File: src/rtl/instr_fetch_pkg.sv
// Shared definitions for the instruction fetch front end: default widths,
// the NOP encoding shown when nothing is buffered, and the FSM state type.
package instr_fetch_pkg;

   localparam int          IF_XLEN      = 32;
   localparam logic [31:0] IF_RESET_PC  = 32'h0000_0000;
   localparam logic [31:0] IF_NOP_INSTR = 32'h0000_0013;

   typedef enum logic [1:0] {
      ST_IDLE  = 2'b00,
      ST_RUN   = 2'b01,
      ST_FLUSH = 2'b10
   } fetch_state_e;

   // True when the low address bits do not describe a word boundary.
   function automatic logic is_misaligned(input logic [1:0] lo_bits);
      return (lo_bits != 2'b00);
   endfunction

endpackage

File: src/rtl/instr_fetch_fifo.sv
// Synchronous FIFO with a flush input, used both for the {pc, instr}
// prefetch buffer and for the queue of PCs of requests still in flight.
// DEPTH must be a power of two so the pointers wrap naturally.
module instr_fetch_fifo #(
   parameter int WIDTH = 64,
   parameter int DEPTH = 4,
   localparam int AW   = $clog2(DEPTH),
   localparam int CW   = AW + 1
) (
   input  logic             clk,
   input  logic             rst_n,
   input  logic             flush,
   input  logic             push,
   input  logic [WIDTH-1:0] push_data,
   input  logic             pop,
   output logic [WIDTH-1:0] pop_data,
   output logic             full,
   output logic             empty,
   output logic [CW-1:0]    count
);

   logic [WIDTH-1:0] mem_r [DEPTH];
   logic [AW-1:0]    wr_ptr_r;
   logic [AW-1:0]    rd_ptr_r;
   logic [CW-1:0]    count_r;
   logic             full_s;
   logic             empty_s;
   logic             push_ok_s;
   logic             pop_ok_s;

   // Status flags and guarded push/pop; a push into a full FIFO is refused.
   always_comb begin
      full_s    = (count_r == CW'(DEPTH));
      empty_s   = (count_r == {CW{1'b0}});
      push_ok_s = push & ~full_s;
      pop_ok_s  = pop & ~empty_s;
   end

   // Storage, pointers and occupancy; flush empties the FIFO in one cycle.
   always_ff @(posedge clk or negedge rst_n) begin
      if (!rst_n) begin
         for (int i = 0; i < DEPTH; i++) begin
            mem_r[i] <= {WIDTH{1'b0}};
         end
         wr_ptr_r <= {AW{1'b0}};
         rd_ptr_r <= {AW{1'b0}};
         count_r  <= {CW{1'b0}};
      end else if (flush) begin
         wr_ptr_r <= {AW{1'b0}};
         rd_ptr_r <= {AW{1'b0}};
         count_r  <= {CW{1'b0}};
      end else begin
         if (push_ok_s) begin
            mem_r[wr_ptr_r] <= push_data;
            wr_ptr_r        <= wr_ptr_r + AW'(1);
         end
         if (pop_ok_s) begin
            rd_ptr_r <= rd_ptr_r + AW'(1);
         end
         case ({push_ok_s, pop_ok_s})
            2'b10:   count_r <= count_r + CW'(1);
            2'b01:   count_r <= count_r - CW'(1);
            default: count_r <= count_r;
         endcase
      end
   end

   // Head of FIFO and status presented to the owner.
   always_comb begin
      pop_data = mem_r[rd_ptr_r];
      full     = full_s;
      empty    = empty_s;
      count    = count_r;
   end

endmodule

File: src/rtl/instr_fetch.sv
// Instruction fetch front end. Drives the PC, issues word requests to
// instruction memory under a credit limit, buffers returned words with their
// PCs and presents the FIFO head to decode. A redirect flushes everything and
// any responses still in flight are counted down and dropped in FLUSH.
// Optional feature: INSTR_FETCH_ALIGN_CHECK_EN adds fetch_misalign_o, a sticky
// flag set by a misaligned redirect target that halts fetch until the next
// redirect. Without it the low two target bits are forced to zero.
module instr_fetch
   import instr_fetch_pkg::*;
#(
   parameter int              XLEN       = IF_XLEN,
   parameter logic [XLEN-1:0] RESET_PC   = XLEN'(IF_RESET_PC),
   parameter int              FIFO_DEPTH = 4
) (
   input  logic             clk,
   input  logic             rst_n,
   output logic             imem_req_o,
   output logic [XLEN-1:0]  imem_addr_o,
   input  logic             imem_gnt_i,
   input  logic             imem_rvalid_i,
   input  logic [31:0]      imem_rdata_i,
   input  logic             redirect_i,
   input  logic [XLEN-1:0]  redirect_pc_i,
   output logic             instr_valid_o,
   output logic [31:0]      instr_o,
   output logic [XLEN-1:0]  instr_pc_o,
`ifdef INSTR_FETCH_ALIGN_CHECK_EN
   output logic             fetch_misalign_o,
`endif
   input  logic             instr_ready_i
);

   localparam int            CW      = $clog2(FIFO_DEPTH) + 1;
   localparam int            DW      = XLEN + 32;
   localparam logic [CW:0]   DEPTH_W = (CW + 1)'(FIFO_DEPTH);

   fetch_state_e     state_r;
   fetch_state_e     state_nxt_s;
   logic [XLEN-1:0]  pc_r;
   logic [CW-1:0]    discard_r;
   logic [XLEN-1:0]  redirect_pc_s;
   logic             halt_s;
   logic             req_s;
   logic             credit_ok_s;
   logic             gnt_take_s;
   logic             rsp_hit_s;
   logic             rsp_take_s;
   logic             drop_s;
   logic             pop_s;

   logic [XLEN-1:0]  pq_data_s;
   logic             pq_full_s;
   logic             pq_empty_s;
   logic [CW-1:0]    pq_count_s;

   logic [DW-1:0]    dq_data_s;
   logic             dq_full_s;
   logic             dq_empty_s;
   logic [CW-1:0]    dq_count_s;
   logic             dq_push_s;

`ifdef INSTR_FETCH_ALIGN_CHECK_EN
   logic             misalign_r;

   // Redirect target taken as given; its alignment is judged by the flag.
   always_comb begin
      redirect_pc_s = redirect_pc_i;
      halt_s        = misalign_r;
   end

   // Sticky misalignment flag, re-evaluated on every redirect.
   always_ff @(posedge clk or negedge rst_n) begin
      if (!rst_n) begin
         misalign_r <= 1'b0;
      end else if (redirect_i) begin
         misalign_r <= is_misaligned(redirect_pc_i[1:0]);
      end else begin
         misalign_r <= misalign_r;
      end
   end

   // Export the flag.
   always_comb begin
      fetch_misalign_o = misalign_r;
   end
`else
   // Redirect target forced to a word boundary; fetch never halts.
   always_comb begin
      redirect_pc_s = redirect_pc_i & {{(XLEN-2){1'b1}}, 2'b00};
      halt_s        = 1'b0;
   end
`endif

   // Handshake qualifiers shared by the FSM and the datapath.
   always_comb begin
      credit_ok_s = (({1'b0, dq_count_s} + {1'b0, pq_count_s}) < DEPTH_W);
      gnt_take_s  = req_s & imem_gnt_i;
      rsp_hit_s   = imem_rvalid_i & ~pq_empty_s;
      rsp_take_s  = (state_r == ST_RUN) & ~redirect_i & rsp_hit_s;
      drop_s      = (state_r == ST_FLUSH) & imem_rvalid_i & (discard_r != {CW{1'b0}});
      dq_push_s   = rsp_take_s & ~dq_full_s;
      pop_s       = ~dq_empty_s & instr_ready_i;
   end

   // FSM state register.
   always_ff @(posedge clk or negedge rst_n) begin
      if (!rst_n) begin
         state_r <= ST_IDLE;
      end else begin
         state_r <= state_nxt_s;
      end
   end

   // FSM next state and request generation.
   always_comb begin
      state_nxt_s = state_r;
      req_s       = 1'b0;
      case (state_r)
         ST_IDLE: begin
            state_nxt_s = ST_RUN;
         end
         ST_RUN: begin
            if (redirect_i && !pq_empty_s) begin
               state_nxt_s = ST_FLUSH;
            end else begin
               state_nxt_s = ST_RUN;
            end
            if (!redirect_i && credit_ok_s && !halt_s && !pq_full_s) begin
               req_s = 1'b1;
            end else begin
               req_s = 1'b0;
            end
         end
         ST_FLUSH: begin
            if ((discard_r == {CW{1'b0}}) || (drop_s && (discard_r == CW'(1)))) begin
               state_nxt_s = ST_RUN;
            end else begin
               state_nxt_s = ST_FLUSH;
            end
         end
         default: begin
            state_nxt_s = ST_IDLE;
         end
      endcase
   end

   // Fetch PC: redirect wins, otherwise advance one word per grant (wraps).
   always_ff @(posedge clk or negedge rst_n) begin
      if (!rst_n) begin
         pc_r <= RESET_PC;
      end else if (redirect_i) begin
         pc_r <= redirect_pc_s;
      end else if (gnt_take_s) begin
         pc_r <= pc_r + XLEN'(4);
      end else begin
         pc_r <= pc_r;
      end
   end

   // Responses still owed when a redirect hits RUN; counted down in FLUSH.
   always_ff @(posedge clk or negedge rst_n) begin
      if (!rst_n) begin
         discard_r <= {CW{1'b0}};
      end else if (redirect_i && (state_r == ST_RUN)) begin
         discard_r <= pq_count_s - {{(CW-1){1'b0}}, rsp_hit_s};
      end else if (drop_s) begin
         discard_r <= discard_r - CW'(1);
      end else begin
         discard_r <= discard_r;
      end
   end

   // PCs of granted requests, matched in order against responses.
   instr_fetch_fifo #(
      .WIDTH (XLEN),
      .DEPTH (FIFO_DEPTH)
   ) u_pcq (
      .clk       (clk),
      .rst_n     (rst_n),
      .flush     (redirect_i),
      .push      (gnt_take_s),
      .push_data (pc_r),
      .pop       (rsp_take_s),
      .pop_data  (pq_data_s),
      .full      (pq_full_s),
      .empty     (pq_empty_s),
      .count     (pq_count_s)
   );

   // Prefetch buffer of {pc, instr} entries.
   instr_fetch_fifo #(
      .WIDTH (DW),
      .DEPTH (FIFO_DEPTH)
   ) u_dq (
      .clk       (clk),
      .rst_n     (rst_n),
      .flush     (redirect_i),
      .push      (dq_push_s),
      .push_data ({pq_data_s, imem_rdata_i}),
      .pop       (pop_s),
      .pop_data  (dq_data_s),
      .full      (dq_full_s),
      .empty     (dq_empty_s),
      .count     (dq_count_s)
   );

   // Memory request and decode-facing outputs; NOP/0 shown while empty.
   always_comb begin
      imem_req_o    = req_s;
      imem_addr_o   = pc_r;
      instr_valid_o = ~dq_empty_s;
      if (dq_empty_s) begin
         instr_o    = IF_NOP_INSTR;
         instr_pc_o = {XLEN{1'b0}};
      end else begin
         instr_o    = dq_data_s[31:0];
         instr_pc_o = dq_data_s[DW-1:32];
      end
   end

endmodule

File: config.mk
export PLATFORM = sky130hd
export DESIGN_NAME = instr_fetch
export DESIGN_NICKNAME = d
export VERILOG_FILES = /design/src/rtl/instr_fetch_pkg.sv /design/src/rtl/instr_fetch_fifo.sv /design/src/rtl/instr_fetch.sv
export SDC_FILE = /design/constraint.sdc
export NUM_CORES = 1
export LEC_CHECK = 0
export ABC_AREA = 1
export BUFFER_PORTS_ARGS = -buffer_cell sky130_fd_sc_hd__buf_2
export CORE_MARGIN = 2
export CORE_UTILIZATION = 26
export CTS_BUF_LIST = sky130_fd_sc_hd__clkbuf_16
export CTS_CLUSTER_SIZE = 10
export DETAILED_ROUTE_END_ITERATION = 16
export MAX_ROUTING_LAYER = met4
export PLACE_DENSITY_LB_ADDON = 0.3
export SETUP_SLACK_MARGIN = 0.4
export SLEW_MARGIN = 25
export SYNTH_ARGS = -nofsm -noshare
export SYNTH_HDL_FRONTEND = slang
export SYNTH_SLANG_ARGS = --single-unit
File: constraint.sdc
create_clock -name clk -period 2.92 [get_ports clk]
set_input_delay 0.146 -clock clk [delete_from_list [all_inputs] [get_ports clk]]
set_output_delay 0.146 -clock clk [all_outputs]
set_load 0.005 [all_outputs]
-- Word level (Yosys, flattened, before mapping)
Index checks and enable logic that the tools add are counted.
- register bits: 435
- output and inout port bits: 98
- input bits: 70
- logic and storage cells: 127
- magnitude comparators: 7
- muxes and demuxes: 35
- equality and inequality tests: 9
- reduce and logical (&&, ||, !) cells: 26
- bitwise logic cells: 21
- $add $sub $neg: 12
- operators by type and width (kind ; count):
    $bwmux W256 ; 1
    $mux W32 ; 7
    $mux W64 ; 3
    $bmux W64 S2 ; 1
    $bwmux W128 ; 1
    $demux W64 S2 ; 1
    $bmux W32 S2 ; 1
    $demux W32 S2 ; 1
    $add A32 B3 Y32 const B ; 1
    $mux W2 ; 10
    $and A1 B1 Y1 ; 12
    $ge A3 B3 Y1 const B ; 4
    $mux W3 ; 4
    $not A2 Y3 ; 4
    $pmux W3 S2 ; 2
    $reduce_bool A2 Y1 ; 6
    $logic_not A3 Y1 ; 3
    $reduce_bool A3 Y1 ; 3
    $sub A3 B1 Y3 const B ; 3
    $add A2 B1 Y2 const B ; 4
    $logic_and A1 B1 Y1 ; 7
    $add A3 B1 Y3 const B ; 2
    $eq A2 B1 Y1 const B ; 3
    $eq A2 B2 Y1 const B ; 3
    13 further kinds ; 23

-- Longest topological paths before layout
- word-level depth: 11
- gate-level depth with buffers: 14
- gate-level depth less buffers: 14

-- Modules after synthesis
Synthesis repeated with hierarchy kept, for this count alone.
- cell total of the unflattened synthesis: 2545
- area, all modules: 21135.3 um^2
- by module, submodules not included (module ; cells each ; area an instance (um^2) ; times used ; sequential area each (um^2)):
    instr_fetch_fifo at u_dq ; 1316 ; 11700.0 ; 1 ; 6581.3
    instr_fetch_fifo at u_pcq ; 686 ; 6221.0 ; 1 ; 3378.2
    instr_fetch ; 543 ; 3214.3 ; 1 ; 875.8

-- Worst setup path after synthesis
Ideal clock, no wire load.
- kind: register to register
- start point: register u_pcq.count_r[2], in the netlist u_pcq.count[2]
- end point: register u_pcq.count_r[2], in the netlist u_pcq.count[2]
- setup slack: 0.645 ns
- stages on the path, launching flop included: 15
- path buffers: 0
- setup time: 0.117 ns
- arrival time: 2.159 ns
- clock period less this slack: 2.275 ns
- required time: 2.803 ns
- path through: dfrtp_1 ha_1 nor2_1 nand2_1 nor2_2 nand3_4 nand2_1 inv_1 fa_1 xnor2_1 inv_1 nand2_1 nand2_1 nand2_1 nand2_1
- word-level cells in the longest chain between the ends: 11
- elaborated cells between the ends (all ways): 23
- those cells by class: add/sub (3); order compare (1); eq/ne (3); mux (4); bitwise (7); reduce/logical (5)
- ends and longest elaborated chain (element ; RTL line ; text):
    from (decl) ; instr_fetch_fifo.sv:25 ; logic [CW-1:0] count_r;
    from (signal assigned) ; instr_fetch_fifo.sv:47 ; count_r <= {CW{1'b0}};
    from (signal assigned) ; instr_fetch_fifo.sv:51 ; count_r <= {CW{1'b0}};
    from (signal assigned) ; instr_fetch_fifo.sv:61 ; 2'b10: count_r <= count_r + CW'(1);
    $add A3 B3 Y4 ; instr_fetch.sv:96 ; credit_ok_s = (({1'b0, dq_count_s} + {1'b0, pq_count_s}) < DEPTH_W);
    $lt A4 B3 Y1 ; instr_fetch.sv:96 ;
    $logic_and A1 B1 Y1 (2 in a row) ; instr_fetch.sv:128 ; if (!redirect_i && credit_ok_s && !halt_s && !pq_full_s) begin
    $mux W1 ; instr_fetch.sv:128 ;
    $mux W1 ; instr_fetch.sv:118 ; case (state_r)
    $and A1 B1 Y1 ; instr_fetch.sv:97 ; gnt_take_s = req_s & imem_gnt_i;
    $and A1 B1 Y1 ; instr_fetch_fifo.sv:35 ; push_ok_s = push & ~full_s;
    $eq A2 B1 Y1 / $eq A2 B2 Y1 (equally long branches) ; instr_fetch_fifo.sv:60 ; case ({push_ok_s, pop_ok_s})
    $pmux W3 S2 ; instr_fetch_fifo.sv:60 ;
    $mux W3 ; instr_fetch_fifo.sv:48 ; end else if (flush) begin
Several ways; a longest one is shown, not always the timed one.
A chain may end at the register's enable or synchronous reset.

-- Worst setup path after layout
- start point: register u_dq.rd_ptr_r[0]
- end point: output instr_pc_o[25]
- word-level cells in the longest chain between the ends: 5
- ends and longest elaborated chain (element ; RTL line ; text):
    from (decl) ; instr_fetch_fifo.sv:24 ; logic [AW-1:0] rd_ptr_r;
    from (signal assigned) ; instr_fetch_fifo.sv:46 ; rd_ptr_r <= {AW{1'b0}};
    from (signal assigned) ; instr_fetch_fifo.sv:50 ; rd_ptr_r <= {AW{1'b0}};
    from (signal assigned) ; instr_fetch_fifo.sv:58 ; rd_ptr_r <= rd_ptr_r + AW'(1);
    $not A2 Y3 (not written as such) ; instr_fetch_fifo.sv:70 ; pop_data = mem_r[rd_ptr_r];
    $bmux W64 S2 ; instr_fetch_fifo.sv:70 ;
    $mux W64 (not written as such) (2 in a row) ; instr_fetch_fifo.sv:70 ;
    $mux W32 ; instr_fetch.sv:212 ; if (dq_empty_s) begin
    to (decl) ; instr_fetch.sv:26 ; output logic [XLEN-1:0] instr_pc_o,
Every way passes these cells. The select of a mux whose other input is x is not followed.

==> impl_metrics.toml <==
[synth]
syn_area_per_cell_um2 = 8.08
synth-edff-count = 0
synth_area_mm2 = 0.0198
async_reset_ff_share_pct = 100
synth.distinct_cells = 36
yosysSeqAreaShare_pct = 52.6
synth-seq-cells = 417
yosysWarnings = 0
netlist_instances = 2453
synth_flop_cell = "dfrtp_1"

[sta]
fin_skew_ns = 0.0337
slew_headroom_pct = 54.3
rsz0062_at_grt = "true"
slew_violations = 0
max_freq_mhz = 410
worstMarginPinSlew_ns = 0.684
layout_min_cycle_time_ns = 2.44
final_hold_viol_count = 0
post-route-period-util_pct = 83.6
fin_setup_tns_ns = 0
finalSetupViolations = 0

[critical_path]
rr_startpoint = "u_dq.count[1]$_DFFE_PN0P_"
worstSetupEndpoint = "instr_pc_o[25]"
crit_family = "compound AO/OA/AOI/OAI gates"
crit_required_ns = 2.77
r2r_cells = 12
path_cells = "buf_16, a21oi_1, o21ai_0, a21oi_2, buf_2"
crit_buf_inv = 2
critPathMaxStageDelay_ns = 0.57
end_kind = "primary output"
worstSetupStartpoint = "u_dq.rd_ptr_r[0]$_DFFE_PN0P_"
crit_cells = 5
crit_type = "reg -> out"
worstPathArrival_ns = 2.29
critPathLaunchType = "flop"
cp_max_fo = 63
rrSetupSlack_ns = 0.58
slowest_stage = "dfrtp_4"
r2r-end = "u_dq.count[2]$_DFFE_PN0P_"

[global_route]
first_global_vias = 16100
grt_pass1_wl_mm = 92.6
antenna_found_initial = 0
grt_max_degree = 102
grtUsageTotal_pct = 15.4
overflow = 0

[status]
status = "finished clean"

[place]
port_buffers = 161
place.gp.congestion = 0.844
dp_cells = 3479
dpl.hpwl_mm = 35.5

[layout]
syn2layout_area_growth_pct = 20.4
final_common_cell = "nand2_1"
layout_common_cells = "nand2_1 (669), dfrtp_1 (413), o21ai_0 (383)"
utilization_pct = 31.5
nets = 2713
fin_cells = 3628
drive_above_1_share_pct = 12.9
insertedDiodeCount = 0

[min_path]
hp-class = "in -> async"

[route]
wl_mm = 58.5
drtAntennaViolNets = 0
drt_iter0_drc = 1115
dr_total_vias = 16800
firstDrtPassIters = 7
wl_per_cell_um = 16.1
route.detailed.drc = 0
avgViaCountPerCell = 4.62

[die]
rows = 101
boundaryPins = 168
initial_core_util_pct = 26.2
die_w_um = 280
die_area_mm2 = 0.0785
die_y_um = 280
core-area_mm2 = 0.0757

[job]
drv_cap = 0

[clocking]
cts_buffers = 51
cts.sinks = 417
clockRootBuffer = "clkbuf_16"
path_clk_slew_ns = 0.06
htreeDepth = 2
cts_buffer_depth = 3
clk-insertion-delay-late_ns = 0.61
cts_tree = "done"

[pwr]
vdd_drop_max_mv = 0.645
power_leakage_nw = 11.5
cellPowerDensity_mw_per_mm2 = 833
==> power breakdown <==
group	leakage [nW]	internal, W	switching (W)
Clock	0.785	0.00332	0.00248
Sequential	5.29	0.00704	0.000791
Combinational	5.42	0.00216	0.00408
Total	11.5	0.0125	0.00736
==> state kept, by name, summed over array words and instances (netlist names) <==
name,count
u_pcq.wr_ptr_r,2
state_r,2
u_dq.count,3
u_dq.wr_ptr_r,2
imem_addr_o,30
u_pcq.count,3
discard_r,3
u_dq.rd_ptr_r,2
u_pcq.mem_r,120
u_pcq.rd_ptr_r,2
u_dq.mem_r,248
==> layout make-up <==
class	instances	area (um2)
clock buffers	51	1280
clock inverters	27	228
fillers	8105	51800
inverters	176	681
multi-input cells	1708	7970
flip-flops and latches	417	10400
well taps	978	1220
repair buffers	271	2050
==> kinds of logic after synthesis <==
logic type	Yosys count	share of synthesized area, %
AO/OA/AOI/OAI	695	18.8
XOR/XNOR	15	0.662
adder cells (fa/ha/maj)	18	1.21
buffers and inverters	331	7.45
AND/OR/NAND/NOR	976	19.3
other	1	0.0189
flip-flops	417	52.6
==> worst min-delay path by stage <==
stage / startpoint / end / slack, ns / depth (start not counted)
floorplan: rst_n / discard_r[0]$_DFFE_PN0P_ / -0.15 / 0
global placement: rst_n / u_dq.mem_r[199]$_DFFE_PN0P_ / 0.15 / 1
detailed placement: rst_n / u_dq.mem_r[199]$_DFFE_PN0P_ / 0.15 / 1
CTS: rst_n / u_dq.mem_r[9]$_DFFE_PN0P_ / 0.16 / 2
global route: rst_n / u_dq.mem_r[134]$_DFFE_PN0P_ / 0.19 / 2
finish: rst_n / u_dq.mem_r[199]$_DFFE_PN0P_ / 0.13 / 2
==> per-stage QoR <==
stage,hold WS [ns],setup slack [ns],total power [W],instance area (um2)
finish,0.128,0.479,0.0199,23900
detailed placement,0.148,0.341,0.0140,21600
floorplan,-0.150,0.645,0.0114,19800
global route,0.189,0.370,0.0214,23900
CTS,0.159,0.379,0.0201,23900
global placement,0.150,0.300,0.0139,21600
==> synth_stat cells (3+ instances only) <==
master	number	area share (%)
a21oi_1	126	3.2
buf_1	15	0.28
buf_2	48	1.2
buf_4	8	0.30
buf_6	18	1.0
clkbuf_1	66	1.2
dfrtp_1	417	53
ha_1	16	1.0
inv_1	165	3.1
inv_2	7	0.13
nand2_1	670	13
nand2_2	7	0.22
nand2_4	3	0.17
nand3_1	40	1.0
nand4_1	9	0.28
nor2_1	231	4.4
nor3_1	10	0.25
o211ai_1	15	0.57
o21ai_0	383	9.7
o21ai_1	95	2.4
o21ai_2	40	1.8
o22ai_1	31	0.98
o311ai_0	3	0.13
xor2_1	13	0.57
==> metal layers <==
metal  part of all wire [%]  GRT usage [%]  routed length (um)  up-vias
met5                      0              -                   0        -
met4                    1.5           3.50                 907        0
met3                    5.0           1.91                2920       67
met2                     44           23.6               26000      404
met1                     49           21.6               28700     7995
li1                       -              -                   -     8309
==> repair_timing <==
item / in CTS / in global routing
endpoints found under the hold margin: 224 / 0
setup endpoints to repair: 63 / 13
resized for setup: 13 / 8
pin swaps: 1 / 3
buffers inserted: 1 / 1
gates cloned: 1 / 0
hold buffers: 68 / 0
No activity file was read; power rests on OpenSTA's default activity.
